## src/rtl/apb_reg_bank_pkg.sv

```systemverilog
// apb_reg_bank_pkg: shared types and constants for the APB register bank.
//   state_t     : transfer FSM state (IDLE, ACCESS).
//   CNT_W       : width of the wait-state counter.
//   evt_off()   : offset of the EVENT register for a given register count.
//   evt_en_off(): offset of the EVENT_EN register for a given register count.
package apb_reg_bank_pkg;

  localparam int CNT_W = 4;

  typedef enum logic {
    IDLE   = 1'b0,
    ACCESS = 1'b1
  } state_t;

  function automatic int evt_off(input int num_regs);
    return num_regs;
  endfunction

  function automatic int evt_en_off(input int num_regs);
    return num_regs + 1;
  endfunction

endpackage

```

## src/rtl/apb_reg_bank_if.sv

```systemverilog
// apb_reg_bank_if: APB3 bus bundle between a master and the register bank.
//   psel, penable, pwrite, paddr, pwdata : master -> slave
//   prdata, pready                       : slave -> master
//   pslverr                              : slave -> master, only when
//                                          APB_REG_BANK_PSLVERR_EN is defined
interface apb_reg_bank_if #(
  parameter int ADDR_W = 8,
  parameter int DATA_W = 8
);
  logic              psel;
  logic              penable;
  logic              pwrite;
  logic [ADDR_W-1:0] paddr;
  logic [DATA_W-1:0] pwdata;
  logic [DATA_W-1:0] prdata;
  logic              pready;
`ifdef APB_REG_BANK_PSLVERR_EN
  logic              pslverr;
`endif

  modport master (
`ifdef APB_REG_BANK_PSLVERR_EN
    input  pslverr,
`endif
    output psel, penable, pwrite, paddr, pwdata,
    input  prdata, pready
  );

  modport slave (
`ifdef APB_REG_BANK_PSLVERR_EN
    output pslverr,
`endif
    input  psel, penable, pwrite, paddr, pwdata,
    output prdata, pready
  );
endinterface

```

## src/rtl/apb_wait_gen.sv

```systemverilog
// apb_wait_gen: APB transfer FSM with programmable wait states.
//   clk, rst    : clock, synchronous active-high reset
//   i_psel      : APB select
//   i_penable   : APB enable
//   o_pready    : high only on the completing access cycle
//   o_done      : one-cycle completion pulse (commit qualifier)
// The first access cycle is evaluated in IDLE with the counter at zero, so
// WAIT_STATES=0 completes immediately and WAIT_STATES=N completes on the
// (N+1)th access cycle.
module apb_wait_gen
  import apb_reg_bank_pkg::*;
#(
  parameter int WAIT_STATES = 0
) (
  input  logic clk,
  input  logic rst,
  input  logic i_psel,
  input  logic i_penable,
  output logic o_pready,
  output logic o_done
);

  state_t           r_state;
  logic [CNT_W-1:0] r_cnt;
  logic             w_req;
  logic             w_last;

  assign w_req  = i_psel & i_penable;
  assign w_last = (r_cnt == CNT_W'(WAIT_STATES));

  // Gated by rst so a transfer caught by reset can never complete.
  assign o_pready = ~rst & w_req & w_last;
  assign o_done   = o_pready;

  always_ff @(posedge clk) begin
    if (rst) begin
      r_state <= IDLE;
      r_cnt   <= '0;
    end else begin
      case (r_state)
        IDLE: begin
          if (w_req && !w_last) begin
            r_state <= ACCESS;
            r_cnt   <= r_cnt + 1'b1;
          end
        end
        ACCESS: begin
          // Completion or an abandoned transfer both return to IDLE.
          if (!w_req || w_last) begin
            r_state <= IDLE;
            r_cnt   <= '0;
          end else begin
            r_cnt <= r_cnt + 1'b1;
          end
        end
      endcase
    end
  end

endmodule

```

## src/rtl/apb_reg_bank.sv

```systemverilog
// apb_reg_bank: parametrised APB3 slave register bank.
//   clk, rst  : clock, synchronous active-high reset
//   apb       : APB slave bus (apb_reg_bank_if.slave)
//   ctrl      : control bits, register i at [i*DATA_W +: DATA_W]
//   stat      : status inputs, same packing (only ~CTRL_MASK bits used)
//   wr_strobe : one-cycle pulse per register on a completed write
//   rd_strobe : one-cycle pulse per register on a completed read
//   evt_in    : level event inputs, sampled every cycle into EVENT
//   irq       : registered OR of EVENT & EVENT_EN
// Map (offset from BASE_ADDR): 0..NUM_REGS-1 ctrl/stat, NUM_REGS EVENT (W1C),
// NUM_REGS+1 EVENT_EN, everything else unmapped.
// Optional macro APB_REG_BANK_PSLVERR_EN adds pslverr on unmapped accesses.
module apb_reg_bank
  import apb_reg_bank_pkg::*;
#(
  parameter int                DATA_W      = 8,
  parameter int                ADDR_W      = 8,
  parameter int                NUM_REGS    = 4,
  parameter int                BASE_ADDR   = 0,
  parameter logic [DATA_W-1:0] CTRL_MASK   = DATA_W'(8'hF1),
  parameter int                WAIT_STATES = 0
) (
  input  logic                       clk,
  input  logic                       rst,
  apb_reg_bank_if.slave              apb,
  output logic [NUM_REGS*DATA_W-1:0] ctrl,
  input  logic [NUM_REGS*DATA_W-1:0] stat,
  output logic [NUM_REGS-1:0]        wr_strobe,
  output logic [NUM_REGS-1:0]        rd_strobe,
  input  logic [DATA_W-1:0]          evt_in,
  output logic                       irq
);

  logic              w_done;
  logic              w_pready;
  logic              w_wr;
  logic              w_rd;
  logic              w_below;
  logic [ADDR_W-1:0] w_off;
  logic              w_is_reg;
  logic              w_is_evt;
  logic              w_is_en;
  logic [DATA_W-1:0] w_evt_clr;
  logic [DATA_W-1:0] w_rdata;

  logic [DATA_W-1:0] r_ctrl [NUM_REGS];
  logic [DATA_W-1:0] r_event;
  logic [DATA_W-1:0] r_event_en;
  logic              r_irq;

  apb_wait_gen #(
    .WAIT_STATES (WAIT_STATES)
  ) u_wait_gen (
    .clk       (clk),
    .rst       (rst),
    .i_psel    (apb.psel),
    .i_penable (apb.penable),
    .o_pready  (w_pready),
    .o_done    (w_done)
  );

  assign apb.pready = w_pready;
  assign w_wr       = w_done & apb.pwrite;
  assign w_rd       = w_done & ~apb.pwrite;

  // Addresses below BASE_ADDR would wrap in the subtraction, so they are
  // excluded explicitly before decoding the offset.
  assign w_below  = (apb.paddr < ADDR_W'(BASE_ADDR));
  assign w_off    = apb.paddr - ADDR_W'(BASE_ADDR);
  assign w_is_reg = !w_below && (w_off < ADDR_W'(NUM_REGS));
  assign w_is_evt = !w_below && (w_off == ADDR_W'(evt_off(NUM_REGS)));
  assign w_is_en  = !w_below && (w_off == ADDR_W'(evt_en_off(NUM_REGS)));

`ifdef APB_REG_BANK_PSLVERR_EN
  logic w_unmapped;
  assign w_unmapped  = ~(w_is_reg | w_is_evt | w_is_en);
  assign apb.pslverr = w_done & w_unmapped;
`endif

  assign w_evt_clr = (w_wr && w_is_evt) ? apb.pwdata : '0;

  always_ff @(posedge clk) begin
    if (rst) begin
      for (int i = 0; i < NUM_REGS; i++) r_ctrl[i] <= '0;
      r_event    <= '0;
      r_event_en <= '0;
      r_irq      <= 1'b0;
    end else begin
      // Read-only bit positions are never stored, so they stay zero.
      for (int i = 0; i < NUM_REGS; i++) begin
        if (w_wr && w_is_reg && (w_off == ADDR_W'(i))) r_ctrl[i] <= apb.pwdata & CTRL_MASK;
      end
      // New events win over a same-cycle write-1-to-clear.
      r_event <= (r_event & ~w_evt_clr) | evt_in;
      if (w_wr && w_is_en) r_event_en <= apb.pwdata;
      r_irq <= |(r_event & r_event_en);
    end
  end

  always_comb begin
    w_rdata   = '0;
    wr_strobe = '0;
    rd_strobe = '0;
    for (int i = 0; i < NUM_REGS; i++) begin
      if (w_is_reg && (w_off == ADDR_W'(i))) begin
        wr_strobe[i] = w_wr;
        rd_strobe[i] = w_rd;
        if (w_rd) w_rdata = (r_ctrl[i] & CTRL_MASK) | (stat[i*DATA_W +: DATA_W] & ~CTRL_MASK);
      end
    end
    if (w_rd && w_is_evt) w_rdata = r_event;
    if (w_rd && w_is_en)  w_rdata = r_event_en;
  end

  assign apb.prdata = w_rdata;

  for (genvar g = 0; g < NUM_REGS; g++) begin : g_ctrl
    assign ctrl[g*DATA_W +: DATA_W] = r_ctrl[g] & CTRL_MASK;
  end

  assign irq = r_irq;

endmodule

```

## src/flat_wrapper.sv

```systemverilog
// flat-port wrapper written by rule: the top's interface ports become plain ports
module apb_reg_bank_flat import apb_reg_bank_pkg::*;
#(
  parameter int                DATA_W      = 8,
  parameter int                ADDR_W      = 8,
  parameter int                NUM_REGS    = 4,
  parameter int                BASE_ADDR   = 0,
  parameter logic [DATA_W-1:0] CTRL_MASK   = DATA_W'(8'hF1),
  parameter int                WAIT_STATES = 0
)
  (clk, rst, ctrl, stat, wr_strobe, rd_strobe, evt_in, irq, apb_psel, apb_penable, apb_pwrite, apb_paddr, apb_pwdata, apb_prdata, apb_pready);
  apb_reg_bank_if #(.ADDR_W(ADDR_W), .DATA_W(DATA_W)) apb_i ();
  input  logic clk;
  input  logic rst;
  output logic [NUM_REGS*DATA_W-1:0] ctrl;
  input  logic [NUM_REGS*DATA_W-1:0] stat;
  output logic [NUM_REGS-1:0] wr_strobe;
  output logic [NUM_REGS-1:0] rd_strobe;
  input  logic [DATA_W-1:0] evt_in;
  output logic irq;
  input wire logic [$bits(apb_i.psel)-1:0] apb_psel;
  input wire logic [$bits(apb_i.penable)-1:0] apb_penable;
  input wire logic [$bits(apb_i.pwrite)-1:0] apb_pwrite;
  input wire logic [$bits(apb_i.paddr)-1:0] apb_paddr;
  input wire logic [$bits(apb_i.pwdata)-1:0] apb_pwdata;
  output wire logic [$bits(apb_i.prdata)-1:0] apb_prdata;
  output wire logic [$bits(apb_i.pready)-1:0] apb_pready;
  assign apb_i.psel = apb_psel;
  assign apb_i.penable = apb_penable;
  assign apb_i.pwrite = apb_pwrite;
  assign apb_i.paddr = apb_paddr;
  assign apb_i.pwdata = apb_pwdata;
  assign apb_prdata = apb_i.prdata;
  assign apb_pready = apb_i.pready;
  apb_reg_bank #(.DATA_W(DATA_W), .ADDR_W(ADDR_W), .NUM_REGS(NUM_REGS), .BASE_ADDR(BASE_ADDR), .CTRL_MASK(CTRL_MASK), .WAIT_STATES(WAIT_STATES)) u_core (.clk(clk), .rst(rst), .apb(apb_i), .ctrl(ctrl), .stat(stat), .wr_strobe(wr_strobe), .rd_strobe(rd_strobe), .evt_in(evt_in), .irq(irq));
endmodule
```

## config.mk

```make
export PLATFORM = sky130hd
export DESIGN_NAME = apb_reg_bank_flat
export DESIGN_NICKNAME = d
export VERILOG_FILES = /design/src/rtl/apb_reg_bank_pkg.sv /design/src/rtl/apb_reg_bank_if.sv /design/src/rtl/apb_wait_gen.sv /design/src/rtl/apb_reg_bank.sv /design/src/flat_wrapper.sv
export SDC_FILE = /design/constraint.sdc
export NUM_CORES = 1
export LEC_CHECK = 0
export CORE_ASPECT_RATIO = 0.75
export CORE_MARGIN = 8
export CORE_UTILIZATION = 40
export DETAILED_ROUTE_END_ITERATION = 10
export PLACE_DENSITY = 0.88
export SETUP_SLACK_MARGIN = 0.2
export SYNTH_ARGS = -nofsm -noshare
export SYNTH_HDL_FRONTEND = slang
export SYNTH_SLANG_ARGS = --single-unit
export TNS_END_PERCENT = 1
```

## constraint.sdc

```tcl
create_clock -name clk -period 3.9 [get_ports clk]
set_input_delay 0.585 -clock clk [delete_from_list [all_inputs] [get_ports clk]]
set_output_delay 0.585 -clock clk [all_outputs]
set_load 0.1 [all_outputs]
```

==> summary.txt <==
Clock root cell: clkbuf_8
Pwr Total: 1.05 mW
CTS clock-pin slew for the worst setup and hold paths: 0.08 ns
Synth Flop Type: dfxtp_1
CP top delay family: simple AND/OR/NAND/NOR gates
WS Path Type: in2out
Worst vdd ir: 0.204 mV
Combinational group share of total power: 22.1%
Clock share of power: 32.1%
Syn. warnings: 0
Synth top area share: 24.3%
Core ar.: 5890 sq um
DR WL met3: 736 microns
Largest family of logic cells by synthesized area: simple AND/OR/NAND/NOR gates
Period utilization: 86.0%
Leakage: 1.33 nW
Leading post-synthesis cells by cell area: edfxtp_1 24%, dfxtp_1 18%, and2_1 5.6%, o21ai_0 5.1%, a21oi_1 4.3%
Reg2reg start: u_core.u_wait_gen.r_cnt[0]$_SDFFE_PP0P_
Antenna cells: 0
Worst-Skew Late Latency: 0.29 ns
Largest net degree at the start of global routing: 31
Post-Place Cell Area: 3440 sq um
Post-synthesis mux area share: 3.24%
Metal-1 WL: 3120 microns
Vias per cell: 5.52
RSZ-0062 raised after global routing: no
Synth Cell Area: 2470 sq um
Yosys cell types: 46
Mean Syn Cell Area: 8.98 sq um
Worst-path cell chain: clkdlybuf4s50_1 -> nor4b_2 -> and4_1 -> nand2b_1 -> a31oi_1 -> buf_12
Slew headroom: 32.2%
FF+latch count, synth: 42
Synth area leader: edfxtp_1
Layout cells sized above 1: 12.8%
GR Overflow Total: 0
CTS tree: yes
Minimum clock period: 3.35 ns
Initial DRC count: 181
Final Hold Vio Count: 0
Tightest Hold Check Type: reg2reg
Buffer and inverter count on the worst path: 2
Die height: 84.0 microns
Routability Congestion: 0.825
Final antenna-violating net count: 0
Gr usage total: 15.8%
Total number of vias: 2370
Gate Count Post-Synth: 275
Avg WL per Cell: 17.1 microns
Area Growth Syn to Fin: 43.6%
Delay of the slowest critical-path stage: 0.48 ns
Final-report max-slew violation count: 0
Internal: 732 uW
PostCTS Resize Cnt: 0
Hold buffers post-CTS: 0
Max-cap viol count: 0
Required @ worst endpoint: 3.31 ns
H-tree depth: 2
Fmax: 298 MHz
Die width: 107 microns
Xor and xnor area share after synthesis: 0%
Placed insts: 421
Simple-gate share of the synthesized area: 28.1%
Final setup violation count: 0
Fill cell count: 516
Post-synth EDFFs: 20
Post-CTS Setup Inserts: 0
Vias in the first global route: 2253
Num CTS Buffers: 5
Switching fraction of total power: 30.1%
Adder-cell share of the synthesized area: 1.01%
Crit Path Max Fanout: 9
# nets final: 413
Worst-Margin Slew: 1.01 ns
Row cnt: 24
Final Cell Area: 3550 sq um
WHS: 0.502 ns
Total clock sinks: 42
Initial antenna violation count: 0
Initial Util: 41.9%
CP max-delay cell: clkdlybuf4s50_1
Dpl hpwl: 5670 microns
P_sw: 315 uW
Ys async rst share: 0%
Maximum root-to-sink buffer count: 2
Final non-filler cell total: 429
First-pass GRT wire length: 11500 microns
Cell Pwr Density: 295 nW/um^2
Post-synthesis sequential area ratio: 42.2%
Compound-Gate Fraction of Synth Area: 16.4%
Met2 WL: 3380 microns
Top routing layer in use: met4
IO buf count: 78
CP endpoint kind: output port
Die area: 8970 sq um
Status: complete, no violations
Io pins: 111
Clock skew: 0.00486 ns
CP Launch Point: apb_paddr[1]
Post-Route WL: 7320 microns
DRT Pass-1 Iters: 5
Drt drc: 0
WP data arrival: 2.77 ns
CP startpoint kind: input port
Sequential power share: 45.9%
Worst Hold Launch: u_core.r_event_en[4]$_SDFFE_PP0P_
## per-stage QoR
stage          setup TNS (ns)  setup WS (ns)  util (%)
2_1_floorplan          -0.330         -0.330         -
3_3_place_gp                0          0.623      58.4
3_5_place_dp                0          0.592      58.4
4_1_cts                     0          0.544      60.2
5_1_grt                     0          0.387      60.2
6_report                    0          0.547      60.2
## placed cells by master (no fill, tap or decap), types with 3 or more instances in the layout
cell type	n
conb_1	12
a22oi_1	4
nor3_1	4
clkbuf_8	5
buf_4	10
a2111oi_0	8
nor2_1	12
clkdlybuf4s50_1	61
mux2i_1	8
o21ai_0	25
nand2_1	11
nor2b_1	11
a21oi_1	21
and3_1	9
a31oi_1	8
dfxtp_1	22
edfxtp_1	20
and2_1	22
buf_12	16
or2_2	3
nand3_1	17
inv_1	10
## worst reg2reg max path: cells and delay by family, from the launching register on
kind                     cells  cell delay [ns]
AND/OR/NAND/NOR              4             1.17
buffers and inverters        2             0.35
adder cells (fa/ha/maj)      1             0.17
flip-flops                   1             0.36
## Yosys cell counts, types with 3 or more instances
| cell type | n |
|---|---|
| a21oi_1 | 21 |
| a2111oi_0 | 8 |
| buf_2 | 4 |
| clkbuf_1 | 9 |
| mux2i_1 | 8 |
| nor2b_1 | 11 |
| a22oi_1 | 4 |
| a31oi_1 | 8 |
| edfxtp_1 | 20 |
| nand3_1 | 17 |
| and2_1 | 22 |
| nand2_1 | 11 |
| o21ai_0 | 25 |
| and3_1 | 9 |
| nor2_1 | 12 |
| nor3_1 | 4 |
| buf_4 | 13 |
| dfxtp_1 | 22 |
| inv_1 | 10 |
| or2_2 | 3 |
## routing by layer
metal	vias to the layer above	track usage, %
li1	1125	-
met1	1112	19.9
met2	124	25.9
met3	9	4.40
met4	0	3.69
met5	-	0
## registers in the layout, summed over array words and instances (netlist names)
name	cells
u_core.r_ctrl	20
u_core.r_event	8
u_core.r_event_en	8
u_core.u_wait_gen.r_cnt	4
u_core.irq	1
u_core.u_wait_gen.r_state	1
## path summary, 6_finish.rpt
path	to	slack, ns	depth (start not counted)
setup / recovery	apb_prdata[0]	0.55	6
hold / removal	u_core.r_event_en[4]$_SDFFE_PP0P_	0.50	2
setup reg to reg	u_core.r_ctrl[3][0]$_SDFFCE_PN0P_	1.54	7
hold reg to reg	u_core.r_event_en[4]$_SDFFE_PP0P_	0.50	2
## logic make-up after synthesis
| logic type | after synthesis |
|---|---|
| multiplexers | 8 |
| adder cells (fa/ha/maj) | 2 |
| other | 1 |
| flip-flops | 42 |
| AO/OA/AOI/OAI | 69 |
| AND/OR/NAND/NOR | 113 |
| buffers and inverters | 40 |
## final cells by class
type	instances	area, sq um	share of cell area (%)
Tap cell	78	97.6	2.75
Inverter	10	37.5	1.06
Timing Repair Buffer	87	1010	28.4
Sequential cell	42	1040	29.4
Clock buffer	6	72.6	2.05
Multi-Input combinational cell	204	1250	35.4
Clock inverter	2	37.5	1.06
## power by group through the flow
stage	Combinational (mW)	Clock [mW]	Sequential, mW
after floorplan	0.109	0	0.542
after global placement	0.227	0	0.490
after detailed placement	0.230	0	0.491
after CTS	0.231	0.341	0.480
after global routing	0.242	0.359	0.482
final	0.231	0.336	0.481
(Power assumes the default switching activity.)
